===== src/rtl/mem_bank_pwr_seq.sv =====
// Power-gate sequencer: walks one memory bank at a time through clock gate, isolation and power switch.
// Define MEM_BANK_PWR_SEQ_ACK_SYNC_EN to put a two-flop synchronizer on switch_ack_n_i.
module mem_bank_pwr_seq #(
  parameter int NumBanks   = 16,
  parameter int AckTimeout = 255
) (
  input  logic                        clk_i,
  input  logic                        rst_ni,
  input  logic                        req_valid_i,
  output logic                        req_ready_o,
  input  logic [$clog2(NumBanks)-1:0] req_bank_i,
  input  logic                        req_on_i,
  output logic                        done_o,
  output logic                        err_o,
  output logic [NumBanks-1:0]         bank_on_o,
  output logic [NumBanks-1:0]         clk_gate_o,
  output logic [NumBanks-1:0]         iso_o,
  output logic [NumBanks-1:0]         switch_n_o,
  input  logic [NumBanks-1:0]         switch_ack_n_i
);

  localparam int             BankW      = $clog2(NumBanks);
  localparam logic [BankW:0] BankLimit  = NumBanks[BankW:0];
  localparam logic [7:0]     TimeoutCnt = AckTimeout[7:0];

  typedef enum logic [3:0] {
    ST_IDLE,
    ST_GATE,
    ST_ISO,
    ST_SW_OFF,
    ST_WAIT,
    ST_SW_ON,
    ST_UNISO,
    ST_UNGATE,
    ST_DONE
  } state_t;

  state_t              r_state;
  state_t              w_state_nxt;
  logic [BankW-1:0]    r_bank;
  logic [BankW-1:0]    w_bank_nxt;
  logic                r_on;
  logic                w_on_nxt;
  logic [7:0]          r_cnt;
  logic [7:0]          w_cnt_nxt;
  logic [7:0]          w_cnt_inc;
  logic                r_ready;
  logic                r_done;
  logic                w_done_nxt;
  logic                r_err;
  logic                w_err_nxt;
  logic [NumBanks-1:0] r_bank_on;
  logic [NumBanks-1:0] w_bank_on_nxt;
  logic [NumBanks-1:0] r_clk_gate;
  logic [NumBanks-1:0] w_clk_gate_nxt;
  logic [NumBanks-1:0] r_iso;
  logic [NumBanks-1:0] w_iso_nxt;
  logic [NumBanks-1:0] r_switch_n;
  logic [NumBanks-1:0] w_switch_n_nxt;
  logic [NumBanks-1:0] w_ack_n;
  logic                w_ack_match;
  logic                w_bank_bad;

`ifdef MEM_BANK_PWR_SEQ_ACK_SYNC_EN
  logic [NumBanks-1:0] r_ack_meta;
  logic [NumBanks-1:0] r_ack_sync;

  always_ff @(posedge clk_i or negedge rst_ni) begin
    if (!rst_ni) begin
      r_ack_meta <= '0;
      r_ack_sync <= '0;
    end else begin
      r_ack_meta <= switch_ack_n_i;
      r_ack_sync <= r_ack_meta;
    end
  end

  assign w_ack_n = r_ack_sync;
`else
  assign w_ack_n = switch_ack_n_i;
`endif

  // Only the latched bank's acknowledge is looked at; other banks' acks are don't-care.
  assign w_ack_match = (w_ack_n[r_bank] == r_switch_n[r_bank]);
  assign w_cnt_inc   = r_cnt + 8'd1;
  assign w_bank_bad  = ({1'b0, req_bank_i} >= BankLimit);

  always_comb begin
    w_state_nxt    = r_state;
    w_bank_nxt     = r_bank;
    w_on_nxt       = r_on;
    w_cnt_nxt      = r_cnt;
    w_done_nxt     = 1'b0;
    w_err_nxt      = 1'b0;
    w_bank_on_nxt  = r_bank_on;
    w_clk_gate_nxt = r_clk_gate;
    w_iso_nxt      = r_iso;
    w_switch_n_nxt = r_switch_n;

    unique case (r_state)
      ST_IDLE: begin
        if (req_valid_i) begin
          w_bank_nxt = req_bank_i;
          w_on_nxt   = req_on_i;
          if (w_bank_bad) begin
            w_state_nxt = ST_DONE;
            w_done_nxt  = 1'b1;
            w_err_nxt   = 1'b1;
          end else if (r_bank_on[req_bank_i] == req_on_i) begin
            w_state_nxt = ST_DONE;
            w_done_nxt  = 1'b1;
          end else if (req_on_i) begin
            w_state_nxt                = ST_SW_ON;
            w_switch_n_nxt[req_bank_i] = 1'b0;
          end else begin
            w_state_nxt                = ST_GATE;
            w_clk_gate_nxt[req_bank_i] = 1'b1;
          end
        end
      end

      ST_GATE: begin
        w_state_nxt       = ST_ISO;
        w_iso_nxt[r_bank] = 1'b1;
      end

      ST_ISO: begin
        w_state_nxt            = ST_SW_OFF;
        w_switch_n_nxt[r_bank] = 1'b1;
      end

      ST_SW_OFF: begin
        w_state_nxt = ST_WAIT;
        w_cnt_nxt   = '0;
      end

      ST_SW_ON: begin
        w_state_nxt = ST_WAIT;
        w_cnt_nxt   = '0;
      end

      // A match wins over a timeout landing in the same cycle; on timeout every control bit is left as is.
      ST_WAIT: begin
        w_cnt_nxt = w_cnt_inc;
        if (w_ack_match) begin
          if (r_on) begin
            w_state_nxt       = ST_UNISO;
            w_iso_nxt[r_bank] = 1'b0;
          end else begin
            w_state_nxt           = ST_DONE;
            w_done_nxt            = 1'b1;
            w_bank_on_nxt[r_bank] = 1'b0;
          end
        end else if (w_cnt_inc == TimeoutCnt) begin
          w_state_nxt = ST_DONE;
          w_done_nxt  = 1'b1;
          w_err_nxt   = 1'b1;
        end
      end

      ST_UNISO: begin
        w_state_nxt            = ST_UNGATE;
        w_clk_gate_nxt[r_bank] = 1'b0;
      end

      ST_UNGATE: begin
        w_state_nxt           = ST_DONE;
        w_done_nxt            = 1'b1;
        w_bank_on_nxt[r_bank] = 1'b1;
      end

      ST_DONE: begin
        w_state_nxt = ST_IDLE;
      end

      default: begin
        w_state_nxt = ST_IDLE;
      end
    endcase
  end

  always_ff @(posedge clk_i or negedge rst_ni) begin
    if (!rst_ni) begin
      r_state    <= ST_IDLE;
      r_bank     <= '0;
      r_on       <= 1'b0;
      r_cnt      <= '0;
      r_ready    <= 1'b1;
      r_done     <= 1'b0;
      r_err      <= 1'b0;
      r_bank_on  <= '1;
      r_clk_gate <= '0;
      r_iso      <= '0;
      r_switch_n <= '0;
    end else begin
      r_state    <= w_state_nxt;
      r_bank     <= w_bank_nxt;
      r_on       <= w_on_nxt;
      r_cnt      <= w_cnt_nxt;
      r_ready    <= (w_state_nxt == ST_IDLE);
      r_done     <= w_done_nxt;
      r_err      <= w_err_nxt;
      r_bank_on  <= w_bank_on_nxt;
      r_clk_gate <= w_clk_gate_nxt;
      r_iso      <= w_iso_nxt;
      r_switch_n <= w_switch_n_nxt;
    end
  end

  assign req_ready_o = r_ready;
  assign done_o      = r_done;
  assign err_o       = r_err;
  assign bank_on_o   = r_bank_on;
  assign clk_gate_o  = r_clk_gate;
  assign iso_o       = r_iso;
  assign switch_n_o  = r_switch_n;

endmodule

===== config.mk =====
export PLATFORM = sky130hd
export DESIGN_NAME = mem_bank_pwr_seq
export DESIGN_NICKNAME = d
export VERILOG_FILES = /design/src/rtl/mem_bank_pwr_seq.sv
export SDC_FILE = /design/constraint.sdc
export NUM_CORES = 1
export LEC_CHECK = 0
export ABC_CLOCK_PERIOD_IN_PS = 6100
export BUFFER_PORTS_ARGS = -buffer_cell sky130_fd_sc_hd__clkbuf_2
export CAP_MARGIN = 20
export CORE_MARGIN = 2
export CORE_UTILIZATION = 45
export CTS_CLUSTER_DIAMETER = 150
export DETAILED_ROUTE_END_ITERATION = 12
export GPL_TIMING_DRIVEN = 0
export PLACE_DENSITY = 0.71
export SYNTH_ARGS = -nofsm -noshare
export SYNTH_HDL_FRONTEND = slang
export SYNTH_SLANG_ARGS = --single-unit

===== constraint.sdc =====
create_clock -name clk_i -period 6.1 [get_ports clk_i]
set_clock_uncertainty 0.2 [all_clocks]
set_input_delay 0.61 -clock clk_i [delete_from_list [all_inputs] [get_ports clk_i]]
set_output_delay 0.61 -clock clk_i [all_outputs]
set_load 0.1 [all_outputs]

; ---- Word level (Yosys, flattened, before mapping)
; Cells that the tools add are included.
[totals]
register_bits = 84
latch_bits = 0
mem_bits_rw = 0
mem_bits_ro = 0
out_inout_bits = 67
memories = 0
[op_classes]
n_addsub = 1
multipliers = 0
div = 0
order_cmp = 4
n_eq_ne = 17
n_shift = 0
mux = 40
bitwise_logic = 10
n_reduce_logical = 15
[ops]
columns = op, n
row1 = $mux 16, 10
row2 = $pmux 16 s2, 4
row3 = $and 16x16->16, 4
row4 = $or 16x16->16, 4
row5 = $not 16->16, 2
row6 = $pmux 4 s7, 1
row7 = $mux 4, 5
row8 = $eq 4x3->1 const B, 4
row9 = $pmux 8 s2, 1
row10 = $ne 2x2->1 const B, 7
row11 = $bmux 1 s4, 3
row12 = $mux 1, 12
row13 = $lt 4x5->1 const B, 2
row14 = $reduce_bool 2->1, 5
row15 = $add 8x1->8 const B, 1
row16 = $demux 1 s4, 2
row17 = $eq 4x2->1 const B, 2
row18 = $eq 8x8->1 const B, 1
row19 = $ge 4x1->1 const B, 2
row20 = $logic_not 4->1, 2
row21 = $reduce_and 4->1, 2
row22 = $reduce_and 3->1, 2
row23 = $eq 4x1->1 const B, 1
row24 = $mux 3, 1
row25 = other kinds (5), 7

; ---- Logic depth before layout (Yosys ltp)
; Gate-level depths: netlist (run 1).
[logic_depth]
depth_word = 10
mapped_depth = 13

; ---- Worst setup path before layout (run 1)
; No wires, ideal clock.
[synth_path]
path_kind = input to register
start = input port req_bank_i[0]
end = register r_clk_gate[3] (netlist: clk_gate_o[3])
t_arrival_ns = 3.630
t_required_ns = 5.762
slack_ns = 2.132
path_stages = 13
n_path_buf = 3
path_cell_list = clkbuf_1 mux4_2 mux4_2 inv_1 ha_1 nand2b_1 nor4_1 a21oi_1 or3_1 clkbuf_1 clkbuf_1 o41ai_1 o21ai_0
[synth_via]
elab_chain_len = 9
[synth_rtl]
columns = element, line
row1 = from (decl), 11  ; input logic [$clog2(NumBanks)-1:0] req_bank_i,
row2 = $lt 4x5->1 (implied by the code) / $ge 4x1->1 (equally long branches), 117  ; w_clk_gate_nxt[req_bank_i] = 1'b1;
row3 = $logic_and 1x1->1 (implied by the code), 117
row4 = $mux 1 (implied by the code), 117
row5 = $demux 1 s4, 117
row6 = $or 16x16->16 (no source line), -
row7 = $mux 16, 112  ; end else if (req_on_i) begin
row8 = $mux 16, 109  ; end else if (r_bank_on[req_bank_i] == req_on_i) begin
row9 = $mux 16, 102  ; if (req_valid_i) begin
row10 = $pmux 16 s2, 100  ; unique case (r_state)
row11 = to (signal assigned), 204  ; r_clk_gate <= w_clk_gate_nxt;
row12 = to (decl), 54  ; logic [NumBanks-1:0] r_clk_gate;
; Several ways; a longest one is shown, not always the timed one. The select of a mux whose other input is x is not followed.
; A chain may end at the register's enable or synchronous reset.

; ---- Final worst setup path (run 1)
; Ends and elaborated chain as after synthesis.

==> run metrics, run 1 <==
status completed; final hold vios 0; Clock transition at path regs approximately 90 ps; Total Routing Usage GR 0.250; Die Span X between 90 and 100 µm; core footprint between 8000 and 9000 µm²; initial antenna violation count 0; Most common cell on crit path clkbuf_1; htree depth 3; Period minus WS final roughly 4300 ps; Worst path slowest cell mux4_2; Synth Net Count between 400 and 500; crit end category flop; post-detailed-route wirelength per cell slightly below 20 µm; Cell Count, Final, Fillers Out approximately 620; Worst Path Required 6120 ps; Post-CTS Hold Buffers 0; Syn Area/Cell between 10 and 15 µm²; via count ~3700; router iterations before antenna repair 5; Post-synth EDFFs 0; DRC viols 0; Chip Height ~99 µm; Critical Path Fanout Max 10; TritonCTS clock tree built; die area 9860 µm²; Final GP Congestion just under 0.9; ratio of cells with drive above 1 in the final layout 0.290; Placed Instances approximately 600; Area Overhead vs Synth 19.6%; synthesized area just over 4000 µm²; WL final approximately 12000 µm; TritonCTS Buffers 9; first-iteration detailed-routing DRC count 279; worst path buffer plus inverter count 4; critical-path cell list clkbuf_1, mux4_2, mux4_2, inv_1, ha_1, nand2b_1, nor4_1, a21oi_1, or3_1, clkbuf_1, clkbuf_1, o41ai_1, o21ai_0; diode count 0; CTS Sinks 84; Root Driver clkbuf_8; PostCTS Resize Cnt 0; # setup viols final 0; Synth Warn # 0; CP peak stage delay about 620 ps; R2R setup slack 2310 ps; vias in the first global route between 3000 and 4000; num ports roughly 90; fmax between 200 and 250 MHz; Hold Path Class in -> async; Rel. slew slack 0.337; R2R depth 12; first-pass GRT wire length roughly 19000 µm; unique cell type count in the Yosys netlist 36; total grt overflow 0; crit path kind in -> reg; Initial Utilization 0.466; Port Buf Inserts 88; Seq/Total Area, Yosys 0.519; Main synth FF type dfrtp_1; DRT antenna net count 0; post-synthesis register bit count 84; Nets roughly 530; CP arrival 4360 ps; number of cell rows 34; reg2reg end clk_gate_o[3]; Via density approximately 6.0; RSZ-0062 raised after global routing no; clk buf depth 2; fin crit share 0.711; largest net degree at the start of global routing just under 50; Cells after Synth ~400; Skew-Pair Late Insertion Delay around 360 ps; Startpoint Class input port; setup_tns 0 ps; Crit path max-delay family buffers and inverters; ys async rst share 1.00; Post-CTS Setup Inserts 0; Worst Tran Pin Value 987 ps; final slew viol count 0; Max Cap Violations 0; hpwl dp between 8000 and 9000 µm
[cells in the final DEF (no fill, tap or decap), drive strengths merged]
| cell | netlist | layout |
|---|---|---|
| a31oi | 1 | 1 |
| nand2b | 12 | 12 |
| o21ai | 30 | 30 |
| dfstp | 17 | 17 |
| or3b | 2 | 2 |
| o41ai | 2 | 2 |
| nor3 | 14 | 14 |
| buf | 8 | 9 |
| dfrtp | 67 | 67 |
| or4 | 2 | 2 |
| nor2b | 2 | 2 |
| bufinv | 0 | 1 |
| xor2 | 3 | 3 |
| mux4 | 13 | 13 |
| nand3 | 6 | 6 |
| clkbuf | 18 | 118 |
| or3 | 2 | 2 |
| nand4b | 1 | 1 |
| clkinv | 0 | 1 |
| a22o | 3 | 3 |
| o31ai | 12 | 12 |
| a211o | 1 | 1 |
| nor3b | 2 | 2 |
| mux2i | 5 | 5 |
| clkinvlp | 0 | 2 |
| mux2 | 6 | 6 |
| and2 | 2 | 2 |
| nand2 | 15 | 15 |
| inv | 8 | 8 |
| nor2 | 29 | 29 |
| and3 | 3 | 3 |
| a21oi | 113 | 113 |
| nor4 | 3 | 3 |
| ha | 3 | 3 |
[cell type report]
| class | count | area, µm² |
|---|---|---|
| fill | 816 | 3870 |
| clock inverter | 4 | 50.0 |
| buffer | 26 | 109 |
| sequential | 84 | 2120 |
| tap | 108 | 135 |
| inverter | 8 | 30.0 |
| multi-input combinational | 287 | 1830 |
| clock buffer | 12 | 145 |
| timing repair buffer | 89 | 470 |
[worst max-delay path by stage]
stage | from | endpoint | slack, ps | cells after the start
6_report | req_bank_i[0] | clk_gate_o[3] | 1760 | 13
5_1_grt | req_bank_i[0] | clk_gate_o[3] | 1480 | 13
4_1_cts | req_bank_i[0] | clk_gate_o[3] | 1800 | 13
3_5_place_dp | req_bank_i[0] | clk_gate_o[3] | 1430 | 13
3_3_place_gp | req_bank_i[0] | clk_gate_o[3] | 1470 | 13
2_1_floorplan | req_bank_i[0] | clk_gate_o[3] | 2130 | 13
[cell usage after synthesis, types with 2 or more instances]
master    instances  area (µm²)
a21oi_1         113         566
dfrtp_1          67        1680
o21ai_0          30         150
nor2_1           29         109
clkbuf_1         18        67.6
dfstp_2          17         447
nand2_1          15        56.3
nor3_1           14        70.1
mux4_2           13         293
nand2b_1         12        75.1
o31ai_1          12        90.1
inv_1             8        30.0
mux2_2            6        67.6
nand3_1           6        30.0
mux2i_1           5        50.1
buf_1             4        15.0
a22o_1            3        26.3
and3_1            3        18.8
buf_2             3        15.0
ha_1              3        37.5
xor2_1            3        26.3
and2_1            2        12.5
nor2b_1           2        12.5
nor4_1            2        12.5
o41ai_1           2        17.5
or3_1             2        12.5
or3b_2            2        17.5
[per-stage QoR]
step	worst slack, ps	utilization	cell area (µm²)	hold slack (ps)
floorplan	2130	-	4090	114
global placement	1470	0.532	4660	285
detailed placement	1430	0.536	4690	288
CTS	1800	0.558	4890	63.7
global route	1480	0.558	4890	85.0
finish	1760	0.558	4890	51.4
[cells by family (layout without fill, tap and decap cells)]
family                     count (synthesis)  count (layout)  share of synthesized area
AOI/OAI and AO/OA                        162             162                      0.212
and+or+nand+nor                           95              95                      0.119
DFF                                       84              84                      0.519
buffers and inverters                     34             139                     0.0340
muxes                                     24              24                      0.100
adders and majority gates                  3               3                    0.00918
xor gates and xnor gates                   3               3                    0.00643
[routing by layer]
layer / track usage / up-vias / routed length [µm]
li1: - / 1688 / -
met1: 0.336 / 1819 / 4810
met2: 0.406 / 187 / 5790
met3: 0.0625 / 23 / 1080
met4: 0.0706 / 0 / 270
met5: 0 / - / 0
Power of run 1 is not shown: default switching activity piles up to over one toggle a cycle in this logic, so the estimate is an artifact.
==> inputs of run 2 (changes only) <==
- ABC_AREA: not set -> 1
- ABC_CLOCK_PERIOD_IN_PS: 6100 -> 4140
- PLACE_DENSITY: 0.71 -> 0.7
- clock period: 6.1 -> 4.14 ns (I/O delays scaled with it)
==> run metrics, run 2 <==
placement-stage cell area 5260 µm² (+12%); post-detailed-route wirelength per cell 15.5 µm (-20%); total power approximately 4.3 mW; Synth Net Count 671 (+55%); Peak supply drop roughly 460 µV; RSZ-0062 raised after global routing no; number of cell rows 36 (+5.9%); Root Driver clkbuf_8; most numerous cell in the Yosys netlist nand2_1; Critical Path Fanout Max 10 (unchanged); top sig layer met4; final hold vios 0 (unchanged); Post-synth EDFFs 0 (unchanged); status completed; Hold Path Class in -> reg; DRT antenna net count 0 (unchanged); Syn Area/Cell 7.16 µm² (-29%); Place WS 447 ps (-986 ps); # setup viols final 0 (unchanged); ys async rst share 1.00 (unchanged); synthesized area 4610 µm² (+13%); total grt overflow 0 (unchanged); Nets 774 (+45%); DR WL met2 6130 µm (+6.0%); final slew viol count 0 (unchanged); first-pass GRT wire length 22300 µm (+16%); clk buf depth 2 (unchanged); filler cell count 956 (+17%); CTS Sinks 84 (unchanged); crit path kind in -> reg; Fin Hold WS 143 ps (+91.4 ps); PostCTS Resize Cnt 0 (unchanged); Via density 5.27 (-12%); Psw 2.50 mW; cell taking the most area after synthesis dfrtp_1; Final GP Congestion 0.955 (+9.2%); Cells after Synth 644 (+59%); Worst Tran Pin Value 858 ps (-129 ps); R2R depth 10 (-2); WL final 13700 µm (+15%); Chip Height 105 µm (+6.0%); ratio of cells with drive above 1 in the final layout 0.184 (-0.107); vias in the first global route 4450 (+21%); setup_tns 0 ps (unchanged); Clock power frac 0.134; final std cell area, no fill 5460 µm² (+12%); Period minus WS final 3420 ps; pwr/cell area 779 nW/µm²; Initial Utilization 0.468 (+0.00121); Register Area 2120 µm² (unchanged); diode count 0 (unchanged); TritonCTS Buffers 9 (unchanged); unique cell type count in the Yosys netlist 30 (-17%); Max Cap Violations 0 (unchanged); Skew-Pair Late Insertion Delay 380 ps (+20 ps); hold depth 3; Synth Warn # 0 (unchanged); hpwl dp 10300 µm (+19%); most frequent cells in the layout nand2_1, clkbuf_2, inv_1; Total Routing Usage GR 0.256 (+0.00642); core footprint 9860 µm² (+13%); part of the power in registers 0.280; largest net degree at the start of global routing 54 (+10%); Lkg Pwr approximately 2.6 nW; fin crit share 0.825; Cell Count, Final, Fillers Out 885 (+43%); router iterations before antenna repair 5 (unchanged); crit end category flop; num ports 91 (unchanged); first-iteration detailed-routing DRC count 428 (+53%); via count 4667 (+26%); Startpoint Class input port; Post-CTS Setup Inserts 0 (unchanged); DRC viols 0 (unchanged); Port Buf Inserts 90 (+2.3%); Rel. slew slack 0.423 (+0.0864); Worst Path Required 4210 ps (-1910 ps); Seq/Total Area, Yosys 0.460 (-0.0592); Util after Layout 0.553 (-0.00443); fmax roughly 300 MHz; Area Overhead vs Synth 18.3%; Main synth FF type dfrtp_1; TritonCTS clock tree built; Pint roughly 1.8 mW; CP arrival 3480 ps (-880 ps); multi-input logic area 2080 µm² (+14%); Final WS setup 723 ps (-1040 ps); initial antenna violation count 0 (unchanged); WL met1 6010 µm (+25%); htree depth 3 (unchanged); metal3 WL 1230 µm (+14%); Comb pwr share 0.585; Die Span X 105 µm (+6.0%); Synth top cells by count nand2_1, inv_1, nor2_1, dfrtp_1, o21ai_0; Synth area leaders dfrtp_1, nand2_1, dfstp_2, inv_1, o21ai_0; switch share 0.587; post-synthesis register bit count 84 (unchanged); Clock transition at path regs 90 ps (about the same); die area 11100 µm² (+12%); Synth top area share 0.363 (-0.0467); Post-CTS Hold Buffers 1 (+1); Placed Instances 868 (+44%); commonest non-fill, non-tap cell in the layout nand2_1
run 2: changes by cell type after synthesis, moves of 13 or more:
cell	before	now
nand4_1	0	18
mux4_2	13	0
inv_1	8	76
nor2_1	29	69
nand3_1	6	48
a21oi_1	113	22
o21ai_0	30	52
o21ai_1	0	18
nand2_1	15	199
run 2: cell families after synthesis:
| logic type | count (synthesis) | synth area share |
|---|---|---|
| and+or+nand+nor | 342 | 0.305 |
| buffers and inverters | 100 | 0.0879 |
| AOI/OAI and AO/OA | 113 | 0.135 |
| adders and majority gates | 3 | 0.00814 |
| DFF | 84 | 0.460 |
| xor gates and xnor gates | 2 | 0.00380 |
run 2: final timing paths:
path | start | end | slack (ps)
worst max-delay path | req_bank_i[1] | clk_gate_o[9] | 720
max in group asynchronous | rst_ni | async pin | 2720
min in group asynchronous | rst_ni | r_cnt[6] | 340
worst max register to register | flop | clk_gate_o[9] | 940
worst min register to register | flop | flop | 280
worst min-delay path | req_on_i | r_on | 140
run 2: worst max-delay path, cell delays in order:
cell and delay (ps):
clkbuf_2 120, inv_1 60, nor2_1 520, a22oi_1 170, a21oi_1 210, a2111oi_0 100, ha_1 350, nor2_1 50
o21ai_0 570, clkbuf_1 570, nor2_1 90, o21ai_0 190, nand2_1 70
run 2: power groups by stage:
stage	Combinational (mW)	Sequential [mW]	Clock (mW)
6_report	2.49	1.19	0.572
3_5_place_dp	2.47	1.20	0
5_1_grt	2.70	1.22	0.608
4_1_cts	2.48	1.19	0.577
2_1_floorplan	0.960	2.18	0
3_3_place_gp	2.43	1.20	0
run 2: final cells by class:
type / count / area share
Inverter: 79 / 0.0543
Clock buffer: 13 / 0.0309
Multi-Input combinational cell: 460 / 0.382
Sequential cell: 84 / 0.389
Clock inverter: 3 / 0.00367
Buffer: 21 / 0.0199
Timing Repair Buffer: 92 / 0.0898
Tap cell: 133 / 0.0305
run 2: routing by layer:
metal | vias up | global-route usage
met1 | 2128 | 0.361
met4 | 0 | 0.105
met5 | - | 0
li1 | 2298 | -
met3 | 30 | 0.0588
met2 | 211 | 0.382
(Power assumes the default switching activity.)
